===== config.mk =====
export PLATFORM = sky130hd
export DESIGN_NAME = ysyx_25030081_mdu
export DESIGN_NICKNAME = d
export VERILOG_FILES = /design/src/rtl/ysyx_25030081_mdu.sv
export SDC_FILE = /design/constraint.sdc
export NUM_CORES = 1
export LEC_CHECK = 0
export ABC_AREA = 1
export BUFFER_PORTS_ARGS = -buffer_cell sky130_fd_sc_hd__buf_4
export CORE_UTILIZATION = 55
export CTS_BUF_LIST = sky130_fd_sc_hd__clkbuf_4
export DETAILED_ROUTE_END_ITERATION = 10
export PLACE_DENSITY = 0.8
export SYNTH_ARGS = -nofsm -noshare
export SYNTH_HDL_FRONTEND = slang
export SYNTH_SLANG_ARGS = --single-unit

===== constraint.sdc =====
create_clock -name clock -period 9 [get_ports clock]
set_input_delay 0.9 -clock clock [delete_from_list [all_inputs] [get_ports clock]]
set_output_delay 0.9 -clock clock [all_outputs]
set_load 0.02 [all_outputs]

===== src/rtl/ysyx_25030081_mdu.sv =====
// rtl/ysyx_25030081_mdu.sv - RV32M multiply/divide unit: 32-cycle shift-add multiplier and restoring divider
// Defining YSYX_25030081_MDU_FAST_MUL_EN swaps the iterative multiplier for a single-cycle 33x33 product.
module ysyx_25030081_mdu #(
   parameter int DATA_WIDTH = 32
) (
   input  logic                  clock,
   input  logic                  reset,
   input  logic                  in_valid,
   output logic                  in_ready,
   input  logic [2:0]            op,
   input  logic [DATA_WIDTH-1:0] op1,
   input  logic [DATA_WIDTH-1:0] op2,
   input  logic                  flush,
   output logic                  out_valid,
   input  logic                  out_ready,
   output logic [DATA_WIDTH-1:0] out
);

   typedef enum logic [1:0] {
      IDLE = 2'd0,
      CALC = 2'd1,
      DONE = 2'd2
   } state_t;

   state_t      state;
   logic [5:0]  cnt;
   logic [2:0]  op_q;
   logic        neg1_q;
   logic        neg2_q;
   logic [63:0] prod;
   logic [63:0] mcand;
   logic [32:0] mplier;
   logic [31:0] rem_q;
   logic [31:0] quo_q;
   logic [31:0] divisor_q;

   logic        sgn1;
   logic        sgn2;
   logic        neg1;
   logic        neg2;
   logic [32:0] ext1;
   logic [32:0] ext2;
   logic [32:0] mag1;
   logic [32:0] mag2;
   logic [31:0] dmag1;
   logic [31:0] dmag2;
   logic        div_zero;
   logic        div_ovf;
   logic        bypass;
   logic [31:0] bypass_res;
   logic        accept;

   // Operands become magnitudes plus a sign flag; the sign is reapplied once at the end.
   always_comb begin
      sgn1       = op[2] ? ~op[0] : ((op[1:0] == 2'b01) || (op[1:0] == 2'b10));
      sgn2       = op[2] ? ~op[0] : (op[1:0] == 2'b01);
      neg1       = sgn1 & op1[31];
      neg2       = sgn2 & op2[31];
      ext1       = {neg1, op1};
      ext2       = {neg2, op2};
      mag1       = neg1 ? (33'd0 - ext1) : ext1;
      mag2       = neg2 ? (33'd0 - ext2) : ext2;
      dmag1      = neg1 ? (32'd0 - op1) : op1;
      dmag2      = neg2 ? (32'd0 - op2) : op2;
      div_zero   = (op2 == 32'd0);
      div_ovf    = ~op[0] & (op1 == 32'h8000_0000) & (op2 == 32'hFFFF_FFFF);
      bypass     = op[2] & (div_zero | div_ovf);
      if (div_zero)
         bypass_res = op[1] ? op1 : 32'hFFFF_FFFF;
      else
         bypass_res = op[1] ? 32'd0 : 32'h8000_0000;
      accept     = in_valid & in_ready & ~flush & (state == IDLE);
   end

`ifdef YSYX_25030081_MDU_FAST_MUL_EN
   logic [63:0] fast_prod;
   logic [31:0] fast_res;

   always_comb begin
      fast_prod = {{31{ext1[32]}}, ext1} * {{31{ext2[32]}}, ext2};
      fast_res  = (op[1:0] == 2'b00) ? fast_prod[31:0] : fast_prod[63:32];
   end
`endif

   logic [63:0] mul_next;
   logic [63:0] mul_fix;
   logic [31:0] mul_res;
   logic [32:0] div_shift;
   logic        div_ge;
   logic [31:0] rem_next;
   logic [31:0] quo_next;
   logic [31:0] quo_fix;
   logic [31:0] rem_fix;
   logic [31:0] div_res;

   // One iteration step; the final-step values feed the result so DONE follows the 32nd step directly.
   always_comb begin
      mul_next  = mplier[0] ? (prod + mcand) : prod;
      mul_fix   = (neg1_q ^ neg2_q) ? (64'd0 - mul_next) : mul_next;
      mul_res   = (op_q[1:0] == 2'b00) ? mul_fix[31:0] : mul_fix[63:32];
      div_shift = {rem_q, quo_q[31]};
      div_ge    = (div_shift >= {1'b0, divisor_q});
      rem_next  = div_ge ? (div_shift[31:0] - divisor_q) : div_shift[31:0];
      quo_next  = {quo_q[30:0], div_ge};
      quo_fix   = (neg1_q ^ neg2_q) ? (32'd0 - quo_next) : quo_next;
      rem_fix   = neg1_q ? (32'd0 - rem_next) : rem_next;
      div_res   = op_q[1] ? rem_fix : quo_fix;
   end

   always_ff @(posedge clock or posedge reset) begin
      if (reset) begin
         state     <= IDLE;
         cnt       <= 6'd0;
         op_q      <= 3'd0;
         neg1_q    <= 1'b0;
         neg2_q    <= 1'b0;
         prod      <= 64'd0;
         mcand     <= 64'd0;
         mplier    <= 33'd0;
         rem_q     <= 32'd0;
         quo_q     <= 32'd0;
         divisor_q <= 32'd0;
         in_ready  <= 1'b1;
         out_valid <= 1'b0;
         out       <= '0;
      end else begin
         case (state)
            IDLE: begin
               if (accept) begin
                  op_q      <= op;
                  neg1_q    <= neg1;
                  neg2_q    <= neg2;
                  cnt       <= 6'd0;
                  prod      <= 64'd0;
                  mcand     <= {31'd0, mag1};
                  mplier    <= mag2;
                  rem_q     <= 32'd0;
                  quo_q     <= dmag1;
                  divisor_q <= dmag2;
                  in_ready  <= 1'b0;
                  if (bypass) begin
                     state     <= DONE;
                     out       <= bypass_res;
                     out_valid <= 1'b1;
                  end
`ifdef YSYX_25030081_MDU_FAST_MUL_EN
                  else if (!op[2]) begin
                     state     <= DONE;
                     out       <= fast_res;
                     out_valid <= 1'b1;
                  end
`endif
                  else begin
                     state <= CALC;
                  end
               end
            end
            CALC: begin
               if (flush) begin
                  state    <= IDLE;
                  in_ready <= 1'b1;
               end else begin
                  cnt    <= cnt + 6'd1;
                  prod   <= mul_next;
                  mcand  <= {mcand[62:0], 1'b0};
                  mplier <= {1'b0, mplier[32:1]};
                  rem_q  <= rem_next;
                  quo_q  <= quo_next;
                  if (cnt == 6'd31) begin
                     state     <= DONE;
                     out       <= op_q[2] ? div_res : mul_res;
                     out_valid <= 1'b1;
                  end
               end
            end
            DONE: begin
               if (flush || out_ready) begin
                  state     <= IDLE;
                  out_valid <= 1'b0;
                  in_ready  <= 1'b1;
               end
            end
            default: begin
               state     <= IDLE;
               out_valid <= 1'b0;
               in_ready  <= 1'b1;
            end
         endcase
      end
   end

endmodule

Yosys cells after proc, flatten, opt, wreduce, memory -nomap -nowiden
Index checks and enable logic that the tools add are counted.
{"block": "word_totals", "romBits": 0, "reg_bits": 304, "word_cells": 119, "input_bits": 72, "mem_count": 0, "ramBits": 0, "out_inout_bits": 34, "latch_bits": 0}
{"block": "op_classes", "reduce_logical": 12, "bitwise_logic": 12, "multipliers": 0, "magnitude_cmp": 1, "div_mod_pow": 0, "addsub": 10, "n_eq_ne": 14, "n_mux": 56, "shifts": 0}
{"op": "$mux W32", "n": 19}
{"op": "$mux W64", "n": 6}
{"op": "$pmux W64 S2", "n": 2}
{"op": "$pmux W32 S2", "n": 3}
{"op": "$mux W33", "n": 4}
{"op": "$sub A1 B32 Y32 const A", "n": 4}
{"op": "$pmux W33 S2", "n": 1}
{"op": "$sub A1 B33 Y33 const A", "n": 2}
{"op": "$add A64 B64 Y64", "n": 1}
{"op": "$eq A32 B32 Y1 const B", "n": 2}
{"op": "$sub A1 B64 Y64 const A", "n": 1}
{"op": "$ge A33 B32 Y1", "n": 1}
{"op": "$logic_not A32 Y1", "n": 1}
{"op": "$sub A32 B32 Y32", "n": 1}
{"op": "$mux W6", "n": 2}
{"op": "$ne A2 B2 Y1 const B", "n": 6}
{"op": "$pmux W6 S2", "n": 1}
{"op": "$mux W1", "n": 10}
{"op": "$mux W2", "n": 5}
{"op": "$reduce_and A5 Y1", "n": 2}
{"op": "$reduce_and A3 Y1", "n": 3}
{"op": "$and A1 B1 Y1", "n": 8}
{"op": "$add A6 B1 Y6 const B", "n": 1}
{"op": "$eq A6 B5 Y1 const B", "n": 1}
{"op": "12 further kinds", "n": 18}

Depth between registers and ports, before layout
Gate-level depths: netlist (run 1).
{"block": "logic_depth", "depth_word": 9, "mapped_depth": 33}

Worst setup path before layout (run 1)
Ideal clock, no wire load.
{"block": "synth_path", "kind": "flip-flop to flip-flop", "from": "reg rem_q[10]", "to": "reg out[28]", "n_path_buf": 1, "synth_period_minus_slack_ns": 3.845, "setup_time_ns": 0.077, "path_stages_with_launch": 31, "t_arrival_ns": 3.768, "setup_slack_ns": 5.155, "required_time_ns": 8.923, "cell_sequence": "dfrtp_1 ha_1 nand2_2 inv_1 a21oi_2 nor2_1 nor2_1 nand2_2 nand2_4 nand2_4 inv_2 buf_4 ha_1 inv_1 nor3_1 nand3_1 inv_1 nand4_1 inv_1 nand2_1 inv_1 nand2_1 o21ai_0 o21ai_0 a21oi_1 o21ai_0 a21oi_1 nor2_1 nand2_1 nand3_1 a21oi_1"}
{"block": "synth_between", "elab_chain_cells": 9}
{"element": "start: declaration", "line_no": "33", "text": "logic [31:0] rem_q;"}
{"element": "start signal: assignment", "line_no": "167", "text": "rem_q <= rem_next;"}
{"element": "$sub A32 B32 Y32 / $ge A33 B32 Y1 (equally long branches)", "line_no": "103, 102"}
{"element": "$mux W32", "line_no": "103", "text": "rem_next = div_ge ? (div_shift[31:0] - divisor_q) : div_shift[31:0];"}
{"element": "$sub A1 B32 Y32", "line_no": "106", "text": "rem_fix = neg1_q ? (32'd0 - rem_next) : rem_next;"}
{"element": "$mux W32", "line_no": "106"}
{"element": "$mux W32 (*)", "line_no": "107", "text": "div_res = op_q[1] ? rem_fix : quo_fix;"}
{"element": "$mux W32 (*)", "line_no": "171", "text": "out <= op_q[2] ? div_res : mul_res;"}
{"element": "$mux W32 (*)", "line_no": "169", "text": "if (cnt == 6'd31) begin"}
{"element": "$mux W32 (*)", "line_no": "159", "text": "if (flush) begin"}
{"element": "$pmux W32 S2 (*)", "line_no": "127", "text": "case (state)"}
{"element": "end signal: assignment", "line_no": "143", "text": "out <= bypass_res;"}
{"element": "end signal: assignment", "line_no": "171"}
{"element": "end: declaration", "line_no": "16", "text": "output logic [DATA_WIDTH-1:0] out"}
Every way passes the cells marked *; elsewhere a longest branch is shown, timed or not. The select of a mux whose other input is x is not followed.
A chain may end at the register's enable or synchronous reset.

Final worst setup path (run 1)
{"block": "layout_path", "from": "reg rem_q[23]", "to": "reg out[28]"}
The elaborated chain is that of the path after synthesis.

==> results of run 1 <==
[per-stage QoR]
stage	hold WS (ns)	instances	setup WS [ns]	utilization [%]	total power, W
after floorplan	0.448	4767	4.06	-	0.00911
after global placement	0.462	5420	3.71	58.6	0.0122
after detailed placement	0.466	5420	3.65	58.6	0.0122
after CTS	0.233	5576	3.60	60.8	0.0136
after global routing	0.274	5581	3.16	60.8	0.0149
final	0.271	5582	3.58	60.8	0.0140
[worst max-delay path by stage]
stage	from	to	slack (ns)	cells past startpoint
2_1_floorplan	reset	cnt[0]	4.06	1
3_3_place_gp	rem_q[21]	out[28]	3.71	27
3_5_place_dp	rem_q[25]	out[28]	3.65	27
4_1_cts	rem_q[25]	out[28]	3.60	27
5_1_grt	rem_q[22]	out[28]	3.16	29
6_report	rem_q[23]	out[28]	3.58	27
[power groups by stage]
stage          Clock (W)  Combinational [W]  Sequential, W
4_1_cts          0.00136            0.00985        0.00240
5_1_grt          0.00143             0.0110        0.00247
3_5_place_dp           0            0.00981        0.00242
3_3_place_gp           0            0.00976        0.00241
2_1_floorplan          0            0.00679        0.00232
6_report         0.00136             0.0102        0.00244
[cells in the mapped netlist (5+ instances only)]
cell	count	area [µm²]
a21boi_1	15	113
a21o_1	6	45.0
a21oi_1	237	1190
a21oi_2	6	52.6
a2bb2oi_1	5	43.8
a31oi_1	21	131
and2_1	6	37.5
buf_1	17	63.8
buf_2	20	100
clkbuf_1	105	394
dfrtp_1	303	7580
ha_1	103	1290
inv_1	785	2950
inv_2	13	48.8
nand2_1	1535	5760
nand2_2	27	169
nand3_1	401	2010
nand3_2	8	80.1
nand3b_1	9	67.6
nand4_1	66	413
nor2_1	407	1530
nor2_2	19	119
nor3_1	44	220
nor3_2	11	110
nor4_1	5	31.3
o211ai_1	30	225
o21a_1	5	37.5
o21ai_0	270	1350
o21ai_1	10	50.1
o221ai_1	53	464
o22ai_1	91	569
or2_2	29	181
xnor2_1	12	105
xor2_1	39	342
[sequential cells by signal, indices dropped and copies added (netlist names), 2 cells and up]
signal / flops
state: 2
divisor_q: 32
mplier: 33
rem_q: 32
mcand: 64
quo_q: 32
op_q: 3
cnt: 6
out: 32
prod: 64
[critical path: stages, from the launching register on]
cell and delay (ns):
dfrtp_1 0.40, ha_1 0.37, a21oi_1 0.25, o21ai_1 0.15, a21oi_2 0.15, nor2_1 0.08, nor2_4 0.38, nand2_4 0.44
inv_2 0.46, ha_1 0.25, inv_1 0.05, nor3_1 0.23, nand3_1 0.17, inv_1 0.13, nand4_1 0.11, inv_1 0.12
nand2_1 0.09, inv_1 0.08, nand2_1 0.06, o21ai_0 0.38, o21ai_0 0.24, a21oi_1 0.20, o21ai_0 0.09, a21oi_1 0.13
nor2_1 0.05, nand2_1 0.08, nand3_1 0.07, a21oi_1 0.15
[layer usage]
layer | vias to the layer above | share of wire [%]
met3 | 414 | 9.6
li1 | 15500 | -
met4 | 4 | 7.5
met2 | 1670 | 44
met5 | - | 0.022
met1 | 14800 | 38
[cells by family (layout without fill, tap and decap cells)]
family / after synthesis / after routing / synth area share [%]
other: 0 / 6 / 0
and+or+nand+nor: 2581 / 2581 / 38.3
AOI/OAI and AO/OA: 774 / 774 / 15.8
xor gates and xnor gates: 51 / 51 / 1.57
buffers and inverters: 952 / 1089 / 12.9
DFF: 304 / 304 / 26.8
adders and majority gates: 105 / 105 / 4.68
[cell type report]
type / count / area (µm²) / area share (%)
inverter: 801 / 3020 / 9.84
timing repair buffer: 132 / 1000 / 3.27
antenna: 6 / 15.0 / 0.0489
multi-input combinational: 3511 / 17100 / 55.8
sequential: 304 / 7610 / 24.8
clock buffer: 127 / 953 / 3.11
tap: 672 / 841 / 2.74
clock inverter: 29 / 136 / 0.444
==> summary.md, run 1 <==
| Metric | Value |
|---|---|
| Outcome | `complete, no violations` |
| IO Port Bufs | `105` |
| Max clock buf depth | `3` |
| Vias in the first global route | `29900` |
| Gpl congestion | `1.05` |
| Final WL | `116000 µm` |
| Layout area overhead | `8.21%` |
| DP Area | `29600 µm²` |
| Initial Utilization | `56.2%` |
| Via density | `5.81` |
| Fill count | `5122` |
| Worst-path maximum fanout | `40` |
| Post-synth EDFFs | `0` |
| Worst R2R Start | `rem_q[23]` |
| Mapped Area | `28400 µm²` |
| Die height | `229 µm` |
| Yosys synthesis warning count | `0` |
| Nets | `5017` |
| Clk_lat worst skew | `0.91 ns` |
| Final instance area | `30700 µm²` |
| CTS tree | `done` |
| WP data arrival | `6.27 ns` |
| CP endpoint kind | `flop` |
| Comb power frac | `72.9%` |
| Initial antenna violation count | `4` |
| Post-DP HPWL | `91100 µm` |
| FF-to-FF End | `out[28]` |
| FF+latch count, synth | `304` |
| I/O pin total | `106` |
| Core Rows | `82` |
| Cell variety after synth | `60` |
| Pwr per Cell Area | `456 nW/µm²` |
| Worst IR drop on VDD | `0.281 mV` |
| Hold Path Class | `in -> async` |
| Starting DRT DRC Count | `3817` |
| Hold_buf cts | `0` |
| Commonest non-fill, non-tap cells in the layout | `nand2_1 (1534), inv_1 (782), nor2_1 (406)` |
| RSZ-0062 raised after global routing | `false` |
| Internal Power | `0.00544 W` |
| TritonRoute pass-1 iters | `8` |
| WL per Instance | `20.9 µm` |
| Final Hold Viols | `0` |
| Post-Synthesis Cells | `4767` |
| Primary FF master, synth | `dfrtp_1` |
| GRT Overall Usage | `43.8%` |
| Met1 Track Usage GR | `53.3%` |
| Global-route wire length before repair | `175000 µm` |
| Fmax | `184 MHz` |
| Layout cell share with drive strength beyond 1 | `8.22%` |
| Setup crit start kind | `flop` |
| Core area | `50500 µm²` |
| Critical path class | `reg -> reg` |
| GR Overflow Total | `0` |
| Net load switching power | `0.00856 W` |
| Mapped Nets | `4944` |
| Setup TNS | `0 ns` |
| Met3 usage | `9.69%` |
| Pins Over Slew Limit | `0` |
| Setup Fix Bufs, Post-CTS | `0` |
| Most common cell after layout, fill and taps aside | `nand2_1` |
| Worst Reg-to-Reg Cells | `27` |
| Period utilisation layout | `60.2%` |
| Slew margin rel. | `29.3%` |
| Die Width | `229 µm` |
| Post-DRT Antenna Nets | `0` |
| PostCTS Resize Cnt | `0` |
| Switching Fraction | `61.2%` |
| Tightest Pin Transition | `1.06 ns` |
| Clk pwr share | `9.7%` |
| Syn avg cell area | `5.95 µm²` |
| Clock Sink Count | `304` |
| Gr busiest metal | `met2` |
| DRC violations left | `0` |
| Vias after detailed routing | `32400` |
| Maximum Capacitance Violations | `0` |
| Worst-path clk slew | `0.07 ns` |
| Largest net degree at the start of global routing | `124` |
| Flop pwr share | `17.4%` |
| Root buf cell | `clkbuf_4` |
| CP required | `9.85 ns` |
| TritonCTS Buffers | `90` |
| Routing usage on met2 | `69.3%` |
| Leakage power | `16.7 nW` |
| Final Critical Period | `5.42 ns` |
| Clk_skew | `0.0734 ns` |
| Ys async rst share | `100%` |
| Setup slack, reg-to-reg | `3.58 ns` |
| Die Area | `52500 µm²` |
| Seq/Total Area, Yosys | `26.8%` |
| H-Tree Depth | `3` |
| Setup violations, final | `0` |
Power figures use the tool's default switching activity.
==> run 2, diff against run 1 <==
- clock period: 9 -> 4.4 ns (I/O delays scaled with it)
==> run 2 against run 1 <==
Against the previous run:
- design area up 3.8%
- worst hold slack worse by 0.21 ns
- global-route usage up 0.32 points
==> summary.md, run 2 (synthesis results as in run 1) <==
| Metric | Value |
|---|---|
| Flop pwr share | `16.9%` |
| CTS tree | `done` |
| Commonest non-fill, non-tap cells in the layout | `nand2_1 (1533), inv_1 (782), nor2_1 (403)` |
| Hold Path Class | `in -> reg` |
| Nets | `5127` |
| Post-DP HPWL | `90400 µm` |
| Pwr per Cell Area | `916 nW/µm²` |
| Internal Power | `0.0116 W` |
| Initial Utilization | `56.2%` |
| WL per Instance | `20.5 µm` |
| Largest registers | `mcand (64), prod (64), mplier (33)` |
| CP peak stage delay | `0.43 ns` |
| Max clock buf depth | `3` |
| Layout cell share with drive strength beyond 1 | `9.64%` |
| Clk_skew | `0.122 ns` |
| Worst Reg-to-Reg Cells | `26` |
| Die Width | `229 µm` |
| Fill count | `4970` |
| CP max-delay cell | `fa_1` |
| Via density | `5.81` |
| Final WL | `117000 µm` |
| Critical path class | `reg -> reg` |
| Starting DRT DRC Count | `4157` |
| Pwr Total | `0.0292 W` |
| Worst hold path cell count | `5` |
| I/O pin total | `106` |
| Period utilisation layout | `96.8%` |
| Setup violations, final | `0` |
| TritonRoute pass-1 iters | `6` |
| Largest net degree at the start of global routing | `79` |
| Root buf cell | `clkbuf_4` |
| CP endpoint kind | `flop` |
| Fin cells | `5694` |
| Global-route wire length before repair | `177000 µm` |
| Fmax | `235 MHz` |
| Final Hold Viols | `0` |
| Tightest Pin Transition | `1.12 ns` |
| Vias after detailed routing | `33100` |
| DRC violations left | `0` |
| Slew margin rel. | `24.7%` |
| Pins Over Slew Limit | `0` |
| Clk_lat worst skew | `0.94 ns` |
| Switching Fraction | `60.1%` |
| RSZ-0062 raised after global routing | `true` |
| Core Rows | `82` |
| Worst-path maximum fanout | `4` |
| Maximum Capacitance Violations | `0` |
| Die Area | `52500 µm²` |
| GR Overflow Total | `0` |
| WP data arrival | `5.06 ns` |
| Outcome | `complete, no violations` |
| Final Critical Period | `4.26 ns` |
| Gpl congestion | `1.07` |
| Clock Sink Count | `304` |
| Comb power frac | `73.4%` |
| Setup crit start kind | `flop` |
| TritonCTS Buffers | `88` |
| Core area | `50500 µm²` |
| IO Port Bufs | `105` |
| Placed insts | `5479` |
| H-Tree Depth | `3` |
| Post-DRT Antenna Nets | `0` |
| Vias in the first global route | `30300` |
| FF/Latch Area | `7610 µm²` |
| Clk pwr share | `9.6%` |
| CP required | `5.20 ns` |
| Worst IR drop on VDD | `0.794 mV` |
| GRT Overall Usage | `44.1%` |
| Layout area overhead | `12.3%` |
| Setup TNS | `0 ns` |
| Crit-path most repeated cell | `nand2_1` |
| Worst-path clk slew | `0.08 ns` |
| DP Worst Slack | `0.215 ns` |
| Multi-input gate area | `17200 µm²` |
| Initial antenna violation count | `4` |
| Setup ws final | `0.141 ns` |
| Most common cell after layout, fill and taps aside | `nand2_1` |
| Net load switching power | `0.0176 W` |
| Die height | `229 µm` |
| Leakage power | `17.2 nW` |
==> run 2: area by class of cell <==
class	instances	share of cell area, %
multi-input cells	3511	54.1
flip-flops and latches	304	23.9
inverters	801	9.48
repair buffers	244	6.41
clock buffers	130	3.06
well taps	672	2.64
clock inverters	29	0.444
diodes	3	0.0236
==> run 2: power by group through the flow <==
stage	Combinational (W)	Clock [W]	Sequential [W]
after floorplan	0.0139	0	0.00475
after global placement	0.0203	0	0.00487
after detailed placement	0.0204	0	0.00490
after CTS	0.0206	0.00284	0.00487
after global routing	0.0232	0.00298	0.00503
final	0.0214	0.00282	0.00495
==> run 2: path summary, 6_finish.rpt <==
path / end / start / slack, ns
setup / recovery: out[28] / prod[0] / 0.14
hold / removal: out[4] / op1[4] / 0.06
setup reg to reg: out[28] / prod[0] / 0.14
hold reg to reg: mplier[15] / mplier[15] / 0.48
max in group asynchronous: prod[48] / reset / 3.13
min in group asynchronous: rem_q[8] / reset / 0.25
==> run 2: what timing repair did <==
action / 4_1_cts / 5_1_grt
setup endpoints to repair: 0 / 13
endpoints found under the hold margin: 93 / 0
setup buffers: 0 / 1
gates resized for setup: 0 / 25
hold buffers: 52 / 0
==> run 2: worst max-delay path: cells and delay by family, from the launching register on <==
family / cells / cell delay (ns)
simple gates: 20 / 2.74
fa+ha+maj: 2 / 0.59
flops: 1 / 0.35
buf+inv: 3 / 0.32
compound gates: 1 / 0.14
==> run 2: metrics by stage <==
| stage | utilization [%] | hold slack (ns) | instance area, µm² |
|---|---|---|---|
| 5_1_grt | 63.1 | 0.0405 | 31900 |
| 6_report | 63.1 | 0.0577 | 31900 |
| 4_1_cts | 62.9 | 0.000996 | 31700 |
| 3_3_place_gp | 59.6 | 0.464 | 30100 |
| 2_1_floorplan | - | 0.448 | 28400 |
| 3_5_place_dp | 59.6 | 0.466 | 30100 |
==> run 2: metal layers <==
metal	global-route usage, %	vias up	wire [µm]
met1	54.4	15000	44300
met4	28.2	2	8700
met2	68.8	1877	51500
met3	10.9	445	12500
met5	0	-	12
li1	-	15700	-
